### config.mk
export PLATFORM = sky130hd
export DESIGN_NAME = rr_mux_reg
export DESIGN_NICKNAME = d
export VERILOG_FILES = /design/src/rtl/rr_mux_reg.sv
export SDC_FILE = /design/constraint.sdc
export NUM_CORES = 1
export LEC_CHECK = 0
export ABC_CLOCK_PERIOD_IN_PS = 3500
export BUFFER_PORTS_ARGS = -buffer_cell sky130_fd_sc_hd__buf_2
export CORE_ASPECT_RATIO = 0.9
export CORE_MARGIN = 3
export CORE_UTILIZATION = 48
export DETAILED_ROUTE_END_ITERATION = 8
export PLACE_DENSITY = 0.79
export RECOVER_POWER = 25
export SLEW_MARGIN = 20
export SYNTH_ARGS = -nofsm -noshare
export SYNTH_HDL_FRONTEND = slang
export SYNTH_SLANG_ARGS = --single-unit
### constraint.sdc
create_clock -name clk -period 3.5 [get_ports clk]
set_input_delay 0.7 -clock clk [delete_from_list [all_inputs] [get_ports clk]]
set_output_delay 0.7 -clock clk [all_outputs]
set_load 0.005 [all_outputs]
### src/rtl/rr_mux_reg.sv
// N-input registered mux with round-robin or fixed-priority arbitration; 1-cycle latency, full throughput.
// Backpressure: a held output (out_valid & ~out_ready) forces every in_ready low and freezes the pointer.
module rr_mux_reg #(
  parameter int WIDTH = 32,
  parameter int N     = 4,
  parameter bit RR    = 1'b1,
  localparam int SEL_W = $clog2(N)
) (
  input  logic               clk,
  input  logic               rst_n,
  input  logic [N*WIDTH-1:0] in_data,
  input  logic [N-1:0]       in_valid,
  output logic [N-1:0]       in_ready,
  output logic [WIDTH-1:0]   out_data,
  output logic [SEL_W-1:0]   out_sel,
  output logic               out_valid,
  input  logic               out_ready
);

  logic [SEL_W-1:0] ptr;
  logic [SEL_W-1:0] scan_idx;
  logic [SEL_W-1:0] gnt_idx;
  logic [N-1:0]     grant;
  logic [WIDTH-1:0] gnt_data;
  logic             any_gnt;
  logic             can_load;

  assign can_load = ~out_valid | out_ready;

  // Scan starts at ptr; with fixed priority ptr stays 0, so this is lowest-index-wins.
  always_comb begin
    grant    = '0;
    gnt_idx  = '0;
    gnt_data = '0;
    any_gnt  = 1'b0;
    scan_idx = '0;
    for (int k = 0; k < N; k++) begin
      scan_idx = SEL_W'((int'(ptr) + k) % N);
      if (!any_gnt && in_valid[scan_idx]) begin
        any_gnt           = 1'b1;
        grant[scan_idx]   = 1'b1;
        gnt_idx           = scan_idx;
        gnt_data          = in_data[scan_idx*WIDTH +: WIDTH];
      end
    end
  end

  // Gated by rst_n so no producer sees a handshake while the block is held in reset.
  assign in_ready = grant & {N{can_load & rst_n}};

  always_ff @(posedge clk or negedge rst_n) begin
    if (!rst_n) begin
      out_valid <= 1'b0;
      out_data  <= '0;
      out_sel   <= '0;
      ptr       <= '0;
    end else if (can_load && any_gnt) begin
      out_valid <= 1'b1;
      out_data  <= gnt_data;
      out_sel   <= gnt_idx;
      if (RR)
        ptr <= (gnt_idx == SEL_W'(N-1)) ? '0 : SEL_W'(gnt_idx + 1'b1);
      else
        ptr <= '0;
    end else if (can_load) begin
      out_valid <= 1'b0;
    end
  end

endmodule
==> metrics.csv <==
metric,value,unit
status,finished with violations,
violations,"max-capacitance violations, max-slew violations",
synth_top_family_by_area,multiplexers,
wl,15.6,mm
max-cap-violations,1,
clock_latency,0.28,ns
crit_path_end_kind,primary output,
grt_max_degree,124,
grt_pass1_vias,5139,
final_area,6660,sq um
final_util,59.9,%
synth_ff_type,dfrtp_1,
die-area,13100,sq um
synthMuxAreaShare,52.8,%
crit_required,2.80,ns
syn_inst,487,
finalSetupTns,0,ns
dp.cells,763,
cts_tree,done,
syn-cell-area,5640,sq um
fillerInstances,929,
grt_usage,23.8,%
num_rows,36,
finalHoldViolations,0,
nets,759,
seq_area,931,sq um
p_int,3.67,mW
cts-root-buf,clkbuf_16,
cts_sinks,37,
reg2reg_depth,8,
yosys_warnings,0,
drt-vias-per-instance,6.62,
core,11100,sq um
worstHoldEndpoint,out_sel[1]$_DFFE_PN0P_,
power_frac_seq,11.8,%
synth_seq_area_share,16.4,%
tightestPinTransition,2.20,ns
syn_nets,628,
regToRegEndpoint,out_data[11]$_DFFE_PN0P_,
placed_area,6530,sq um
postCtsHoldBufs,0,
die_w,120,microns
drc,0,
synthArstFlopShare,100,%
clockBufferDepth,2,
overflow,0,
p_switching,2.84,mW
drtPass1Iterations,5,
switching_share,43.6,%
gp_congestion,0.807,
synth.most_common_cell,mux4_2,
synth_edf_count,0,
criticalPathCategory,reg -> out,
synth-seq-cells,37,
drv_slew,38,
synth-compound-area-share,16.5,%
min_period_over_period,96.3,%
post_cts_buffers,0,
synthTopCellsByArea,"mux4_2 52%, dfrtp_1 16%, a21oi_1 9.5%, nor2_1 4.9%, a22oi_1 3.5%",
synth_xor_xnor_area_share,0.310,%
wl_per_cell,20.2,microns
power.density,977,nW/um^2
synth_top_area_share,51.9,%
whs_path_depth,2,
vias,5104,
grt_pass1_wl,25.1,mm
holdWs,0.512,ns
drt-initial-drc-count,433,
hpwl,10.9,mm
io_pins,174,
cp_max_fo,22,
syn_avg_cell_area,11.6,sq um
worstHoldStart,out_sel[1]$_DFFE_PN0P_,
diodes,0,
drive_gt1_share,54.6,%
synth-simple-area-share,6.70,%
max_freq,297,MHz
rsz0062_at_grt,no,
multiInputGateArea,4420,sq um
r2r_slack,0.59,ns
synth_cell_types,36,
p_leak,2.56,nW
area_growth_syn_to_layout,18.1,%
timing.final.crit_period,3.37,ns
synth_fa_ha_area_share,1.33,%
post_cts_resized,0,
ys_top_cells_by_count,"130 x mux4_2, 107 x a21oi_1, 74 x nor2_1, 37 x dfrtp_1, 26 x a22oi_1",
hold_path.class,reg -> reg,
numPortBuffers,173,
layout.cells.non_filler,771,
pwr-share-comb,81.5,%
cts_buffers,5,
final-setup-viol-count,0,
finClkSkew,0.00261,ns
antenna_found_initial,0,
antenna_left,0,
p_clk_share,6.7,%
htreeDepth,2,
cp.arrival,2.67,ns
die_h,109,microns
initial_core_util,50.7,%
critPathLaunchType,flip-flop,
slew_headroom,-46.7,%
yosys.area.top_type,mux4_2,
ir_drop,588,uV
clk_pin_slew,0.06,ns
power by group through the flow:
stage               Clock, mW  Sequential (mW)  Combinational (mW)
floorplan                   0            0.771                4.38
global placement            0            0.769                5.13
detailed placement          0            0.776                5.32
CTS                     0.441            0.772                5.34
global route            0.466            0.800                5.82
finish                  0.436            0.771                5.31
critical path, cell delays in order (launching register included):
cell	delay, ns
dfrtp_4	0.40
buf_4	0.31
mux4_2	0.83
nor2b_4	0.25
a22oi_1	0.09
a21oi_1	0.20
a21oi_1	0.07
nor2_1	0.11
buf_2	0.12
metrics by stage:
| step | power (mW) | setup slack [ns] |
|---|---|---|
| CTS | 6.55 | 0.123 |
| global route | 7.08 | 0.0150 |
| detailed placement | 6.10 | 0.343 |
| floorplan | 5.15 | 0.0114 |
| finish | 6.51 | 0.129 |
| global placement | 5.90 | 0.461 |
logic make-up after synthesis:
group                      Yosys count
and+or+nand+nor                     92
xor gates and xnor gates             2
AOI/OAI and AO/OA                  151
adders and majority gates            6
DFF                                 37
muxes                              135
buffers and inverters               64
flip-flops by register name, indices dropped and copies added (netlist names), named ones only:
name and count:
ptr 1, out_data 32, out_sel 2, out_valid 1
routing by layer:
metal / global-route usage [%] / part of all wire (%) / up-vias / wire (microns)
li1: - / - / 2274 / -
met1: 30.6 / 37 / 2558 / 5740
met2: 42.9 / 53 / 262 / 8290
met3: 3.79 / 9.1 / 10 / 1410
met4: 5.91 / 0.83 / 0 / 129
met5: 0 / 0 / - / 0
cell type report:
cell class	count	share of cell area [%]
Multi-Input combinational cell	386	66.3
Inverter	3	0.169
Sequential cell	37	14.0
Clock buffer	8	2.05
Tap cell	152	2.85
Timing Repair Buffer	185	14.6
cells in the final DEF (no fill, tap or decap), types with 2 or more instances in the layout:
cell type	synthesis	layout
clkbuf_1	25	5
a22oi_1	26	26
a22oi_2	10	10
buf_12	0	2
nand2_1	7	7
buf_2	23	172
mux4_2	130	130
nor2_1	74	74
mux2i_1	2	2
a21oi_1	107	106
dfrtp_1	37	35
buf_4	5	9
clkbuf_16	0	5
mux2_2	3	3
inv_1	3	3
ha_1	6	5
o21ai_0	2	2
how the worst max path moves through the flow:
stage / startpoint / end / slack [ns] / depth (start not counted)
2_1_floorplan: flip-flop / in_ready[2] / 0.01 / 15
3_3_place_gp: in_valid[2] / in_ready[0] / 0.46 / 8
3_5_place_dp: in_valid[2] / in_ready[3] / 0.34 / 8
4_1_cts: flip-flop / in_ready[3] / 0.12 / 8
5_1_grt: flip-flop / in_ready[3] / 0.02 / 8
6_report: flip-flop / in_ready[3] / 0.13 / 8
(Power assumes the default switching activity.)
